## config.mk

```make
export PLATFORM = sky130hd
export DESIGN_NAME = mem_responder
export DESIGN_NICKNAME = d
export VERILOG_FILES = /design/src/rtl/mem_responder.sv
export SDC_FILE = /design/constraint.sdc
export NUM_CORES = 1
export LEC_CHECK = 0
export CAP_MARGIN = 30
export CORE_UTILIZATION = 46
export CTS_CLUSTER_SIZE = 12
export DETAILED_ROUTE_END_ITERATION = 8
export PLACE_DENSITY = 0.91
export SLEW_MARGIN = 10
export SYNTH_ARGS = -nofsm -noshare
export SYNTH_HDL_FRONTEND = slang
export SYNTH_SLANG_ARGS = --single-unit
```

## constraint.sdc

```tcl
create_clock -name clk -period 4 [get_ports clk]
set_clock_uncertainty 0.05 [all_clocks]
set_input_delay 0.8 -clock clk [delete_from_list [all_inputs] [get_ports clk]]
set_output_delay 0.8 -clock clk [all_outputs]
set_load 0.02 [all_outputs]
```

## src/rtl/mem_responder.sv

```systemverilog
// Arbitrates a command-fetch port and a data port onto one shared ROM/RAM bus.
// Fetch assembles two consecutive ROM words; data does one RAM read or write.
module mem_responder #(
  parameter int DATA_W = 14,
  parameter int ADDR_W = 12
) (
  input  logic                  clk,
  input  logic                  reset,
  input  logic                  fetch_req,
  input  logic [ADDR_W-1:0]     fetch_addr,
  output logic                  fetch_ack,
  output logic [2*DATA_W-1:0]   fetch_cmd,
  input  logic                  data_req,
  input  logic                  data_we,
  input  logic [ADDR_W-1:0]     data_addr,
  input  logic [DATA_W-1:0]     data_wdata,
  output logic                  data_ack,
  output logic [DATA_W-1:0]     data_rdata,
  output logic [ADDR_W-1:0]     mem_addr,
  output logic [DATA_W-1:0]     mem_wdata,
  output logic                  rom_rden,
  output logic                  ram_rden,
  output logic                  ram_wren,
  input  logic [DATA_W-1:0]     mem_rdata,
  output logic                  busy
);

  typedef enum logic [2:0] {
    IDLE  = 3'd0,
    F0    = 3'd1,
    F1    = 3'd2,
    F2    = 3'd3,
    D_RD  = 3'd4,
    D_CAP = 3'd5,
    D_WR  = 3'd6
  } state_t;

  localparam logic PRIO_DATA  = 1'b0;
  localparam logic PRIO_FETCH = 1'b1;

  state_t              state, state_nxt;
  logic                prio;
  logic [ADDR_W-1:0]   addr_q;
  logic [DATA_W-1:0]   wdata_q;
  logic [DATA_W-1:0]   cmd_hi_q;
  logic                fetch_ok, data_ok;
  logic                take_fetch, take_data;

  assign busy = (state != IDLE);

  always_comb begin
    // a port whose ack is still high is finishing its handshake, not asking again
    fetch_ok   = fetch_req && !fetch_ack;
    data_ok    = data_req && !data_ack;
    take_fetch = 1'b0;
    take_data  = 1'b0;
    state_nxt  = state;
    rom_rden   = 1'b0;
    ram_rden   = 1'b0;
    ram_wren   = 1'b0;
    mem_addr   = '0;
    mem_wdata  = '0;
    case (state)
      IDLE: begin
        if (fetch_ok && (!data_ok || prio == PRIO_FETCH)) take_fetch = 1'b1;
        else if (data_ok)                                 take_data  = 1'b1;
        // read/write choice is carried forward by the state itself
        if (take_fetch)     state_nxt = F0;
        else if (take_data) state_nxt = data_we ? D_WR : D_RD;
      end
      F0: begin
        rom_rden  = 1'b1;
        mem_addr  = addr_q;
        state_nxt = F1;
      end
      F1: begin
        rom_rden  = 1'b1;
        mem_addr  = addr_q + ADDR_W'(1);
        state_nxt = F2;
      end
      F2:    state_nxt = IDLE;
      D_RD: begin
        ram_rden  = 1'b1;
        mem_addr  = addr_q;
        state_nxt = D_CAP;
      end
      D_CAP: state_nxt = IDLE;
      D_WR: begin
        ram_wren  = 1'b1;
        mem_addr  = addr_q;
        mem_wdata = wdata_q;
        state_nxt = IDLE;
      end
      default: state_nxt = IDLE;
    endcase
  end

  always_ff @(posedge clk or posedge reset) begin
    if (reset) begin
      state      <= IDLE;
      prio       <= PRIO_DATA;
      addr_q     <= '0;
      wdata_q    <= '0;
      cmd_hi_q   <= '0;
      fetch_cmd  <= '0;
      data_rdata <= '0;
      fetch_ack  <= 1'b0;
      data_ack   <= 1'b0;
    end else begin
      state     <= state_nxt;
      fetch_ack <= 1'b0;
      data_ack  <= 1'b0;
      if (take_fetch) addr_q <= fetch_addr;
      if (take_data) begin
        addr_q  <= data_addr;
        wdata_q <= data_wdata;
      end
      // read data returns one cycle after its grant, so capture one state late
      case (state)
        F1: cmd_hi_q <= mem_rdata;
        F2: begin
          fetch_cmd <= {cmd_hi_q, mem_rdata};
          fetch_ack <= 1'b1;
          prio      <= PRIO_DATA;
        end
        D_CAP: begin
          data_rdata <= mem_rdata;
          data_ack   <= 1'b1;
          prio       <= PRIO_FETCH;
        end
        D_WR: begin
          data_ack <= 1'b1;
          prio     <= PRIO_FETCH;
        end
        default: ;
      endcase
    end
  end

endmodule

```

== Word level (Yosys, flattened, before mapping) ==
Cells that the tools add are included.
Widths: inputs -> output; s select.

* Bits of input ports: 57
* Flip-flop bits (word level): 88
* Output and inout port bits: 74
* Logic and storage cells: 52

* Muxes and demuxes: 21
* Equal/unequal tests: 7
* Reduce and logical (&&, ||, !) cells: 14
* Add/sub/neg operators: 1

{| class="wikitable"
|+ Operators with widths
! operator !! count
|-
| $mux 12 || 2
|-
| $pmux 12 s2 || 1
|-
| $mux 14 || 1
|-
| $add 12x1->12 const B || 1
|-
| $mux 1 || 12
|-
| $pmux 3 s4 || 1
|-
| $eq 3x3->1 const B || 3
|-
| $eq 3x2->1 const B || 2
|-
| $mux 3 || 2
|-
| $reduce_bool 2->1 || 2
|-
| $reduce_or 2->1 || 2
|-
| $eq 3x1->1 const B || 1
|-
| $logic_and 1x1->1 || 3
|-
| $logic_not 1->1 || 3
|-
| $logic_not 3->1 || 1
|-
| $ne 3x1->1 const B || 1
|-
| $reduce_bool 3->1 || 1
|-
| $reduce_or 3->1 || 1
|-
| $mux 2 || 1
|-
| $pmux 1 s2 || 1
|-
| $logic_or 1x1->1 || 1
|}

== Depth between registers and ports, before layout ==
* Word-level depth: 10
* Gate-level depth with buffers: 7
* Mapped depth without buffers: 4

== Worst setup path before layout ==
Ideal clock, no wire load.

* Kind: register -> output
* Start: reg state[0]
* End: out mem_addr[8]
* Path buffers: 2
* Data arrival time: 1.710 ns
* Data required time: 3.150 ns
* Cell stages (with the launch flop): 5
* Setup slack: 1.440 ns
* Cells stage by stage: dfrtp_1 > or3b_1 > clkbuf_1 > clkbuf_1 > o31ai_1

* Word-level cells in the longest chain between the ends: 3
* Elaborated cells on any way between the ends: 6
* Classes of those cells: eq/ne (4); mux (1); reduce/logical (1)

{| class="wikitable"
|+ RTL lines
! what !! RTL line !! source
|-
| from (decl) || 41 || <nowiki>state_t state, state_nxt;</nowiki>
|-
| from (signal assigned) || 110 || <nowiki>state <= state_nxt;</nowiki>
|-
| $eq 3x3->1 / $eq 3x1->1 (equally long branches) || 63 || <nowiki>case (state)</nowiki>
|-
| $reduce_or 3->1 (no line) || n/a ||
|-
| $pmux 12 s2 * || 63 ||
|-
| to (decl) || 19 || <nowiki>output logic [ADDR_W-1:0] mem_addr,</nowiki>
|}

Mark *: on every way between the ends. The rest lies on a longest branch, timed or not.

== Worst setup path in the final report ==
* Start: reg state[0]
* End: out mem_addr[11]

Same word-level chain as after synthesis.

==> metrics.cfg <==
[outcome]
status = complete, no violations

[power]
power_w = 0.004678
ir_drop_mv = 0.4096
powerDensity_mw_per_mm2 = 847.2
power.leakage_nw = 2.483

[detailed_routing]
wl_per_cell_um = 15.55
vias = 3291
dr.first_iter.drc_count = 181
viasPerCell = 5.308
wirelength_mm = 9.638
postRouteAntennaNets = 0
drt_pass1_iterations = 4
drc_errors = 0

[timing]
hold_viol = 0
rsz0062_at_grt = no
period_share_pct = 90.42
max_freq_mhz = 276.5
fin_hold_ws_ps = 421.9
setup_viol = 0
relSlewSlack_pct = 37.93
tightest_slew_ps = 928.2
fin_setup_tns_ps = 0
fin_crit_ps = 3617
report.final.slew_viol_count = 0

[yosys]
synth.most_common_cell = nand2_1
ys_ff_latch = 88
yosys_warnings = 0
synth_area_mm2 = 0.003861
syn_avg_cell_area_um2 = 10.03
synthCells = 385
synth.yosys.seq_area_share_pct = 57.03
synth-main-ff-cell = dfrtp_1
yosys.cell_types.count = 39
async_reset_ff_share_pct = 100.0
synth_top_cell_area_share_pct = 57.03
synth_nets = 443
synth-edff-count = 0
ys_top_cells_by_area = dfrtp_1 57%, nand2_1 13%, mux2_2 8.5%
synth_top_cell_by_area = dfrtp_1
synth_common_cells = 135 x nand2_1, 88 x dfrtp_1, 29 x mux2_2

[place]
hpwl_mm = 6.744
gp_congestion = 0.8588
io_buffers = 130

[global_routing]
antenna_found_initial = 0
grt_pass1_wl_mm = 15.46
grt_usage_pct = 23.00
grt_max_degree = 52
grt_pass1_vias = 3164
overflow = 0

[die]
dieWidth_um = 93.62
num_rows = 33
die_y_um = 93.62
start_util_pct = 47.23
core_area_mm2 = 0.008175
io_pins = 131
dieArea_mm2 = 0.008765

[clock_network]
clock_latency_ps = 340
cts.root.buffer_cell = clkbuf_8
cts_buffer_depth = 2
post_cts_buffers = 0
numCtsBuffers = 9
clock_sinks = 88
htreeDepth = 3
cts_tree = yes
clkTransAtPathRegs_ps = 100
postCtsResizedCells = 0
ctsHoldBuffers = 0

[critical_path]
worstSetupStartpointType = flip-flop
cp.required_ps = 3150
crit_arrival_ps = 2770
regToRegStartpoint = state[0]
end_kind = primary output
critPathMaxFanout = 14
critPathSlowestCell = or3b_1
path_cells = or3b_1, or4_1, nand3_1, clkdlybuf4s50_1
crit_family = simple AND/OR/NAND/NOR gates
cpPeakStageDelay_ps = 630
path_buf_inv = 1
cp-startpoint = state[0]
worst-setup-path-type = reg2out

[cells_and_area]
final_nets = 568
drive_gt1_share_pct = 10.29
areaGrowthSynthToFinish_pct = 43.00
diodes = 0

[worst_hold_path]
hold_path_class = reg2reg
hold_path_startpoint = cmd_hi_q[3]

[run]
cap_violations = 0

-- area by class of cell --
| cell class | instances | area (um2) |
|---|---|---|
| fillers | 642 | 2654 |
| flip-flops and latches | 88 | 2202 |
| multi-input cells | 270 | 1549 |
| repair buffers | 136 | 1391 |
| well taps | 105 | 131.4 |
| clock buffers | 9 | 123.9 |
| clock inverters | 7 | 103.9 |
| inverters | 5 | 20.02 |
-- tightest hold or removal path: cells and delay by family (launching register included) --
| family | cells | cell delay, ps |
|---|---|---|
| flip-flops | 1 | 350 |
| AND/OR/NAND/NOR | 2 | 100 |
-- power breakdown --
part | total, W | switching, W | internal, W | leakage (nW)
sequential | 0.00165 | 0.000327 | 0.00133 | 1.08
clock | 0.000690 | 0.000329 | 0.000361 | 0.113
combinational | 0.00233 | 0.00121 | 0.00112 | 1.29
total | 0.00468 | 0.00187 | 0.00281 | 2.48
-- registers in the layout, indices dropped and copies added, names as in the netlist --
register and cells:
wdata_q 14, data_rdata 14, fetch_ack 1, cmd_hi_q 14
state 3, addr_q 12, data_ack 1, prio 1
fetch_cmd 28
-- routing by layer --
| metal | vias to the layer above | share of wire (%) | GRT usage, % |
|---|---|---|---|
| li1 | 1543 | - | - |
| met1 | 1645 | 43 | 29.21 |
| met2 | 94 | 51 | 39.15 |
| met3 | 9 | 5.4 | 5.691 |
| met4 | 0 | 0.89 | 6.282 |
| met5 | - | 0 | 0 |
-- cells by family (layout without fill, tap and decap cells) --
logic type / count (synthesis) / in the layout / synth area share [%]
multiplexers: 29 / 29 / 8.457
flip-flops: 88 / 88 / 57.03
XOR/XNOR: 2 / 2 / 0.4537
buffers and inverters: 27 / 157 / 3.014
adder cells (fa/ha/maj): 1 / 1 / 0.3240
AO/OA/AOI/OAI: 43 / 43 / 7.939
AND/OR/NAND/NOR: 195 / 195 / 22.78
-- worst paths after layout --
kind                                      end  slack [ps]  cells past startpoint
worst max-delay path             mem_addr[11]         380                      4
worst min-delay path            fetch_cmd[17]         420                      2
worst max register to register     wdata_q[2]        1850                      4
worst min register to register  fetch_cmd[17]         420                      2
max in group asynchronous        fetch_cmd[1]        2450                      4
min in group asynchronous       fetch_cmd[11]         690                      2
-- layout by cell type, fill, tap and decap left out, drive strengths merged, types with 2 or more instances in the layout --
cell type      netlist  layout
a21oi                4       4
a221o               12      12
a22o                 2       2
a31oi                2       2
and2                27      27
and3                 2       2
buf                 11       6
bufinv               0       2
clkbuf              11       9
clkdlybuf4s50        0     130
clkinv               0       3
dfrtp               88      88
inv                  5       6
mux2                29      29
nand2              135     135
nand2b               2       2
nand3                4       4
nand3b               2       2
nand4                5       5
nor2                 6       6
nor2b                2       2
nor3                 2       2
nor3b                2       2
o211ai               2       2
o21ai               16      16
or4                  2       2
-- per-stage QoR --
step,std cells,setup slack [ps],cell area (um2),util (%)
2_1_floorplan,385,871.4,3861,-
3_3_place_gp,602,797.0,5246,64.17
3_5_place_dp,603,754.5,5274,64.51
4_1_cts,619,370.1,5502,67.29
5_1_grt,620,219.1,5522,67.54
6_report,620,383.1,5522,67.54
Power figures use the tool's default switching activity.
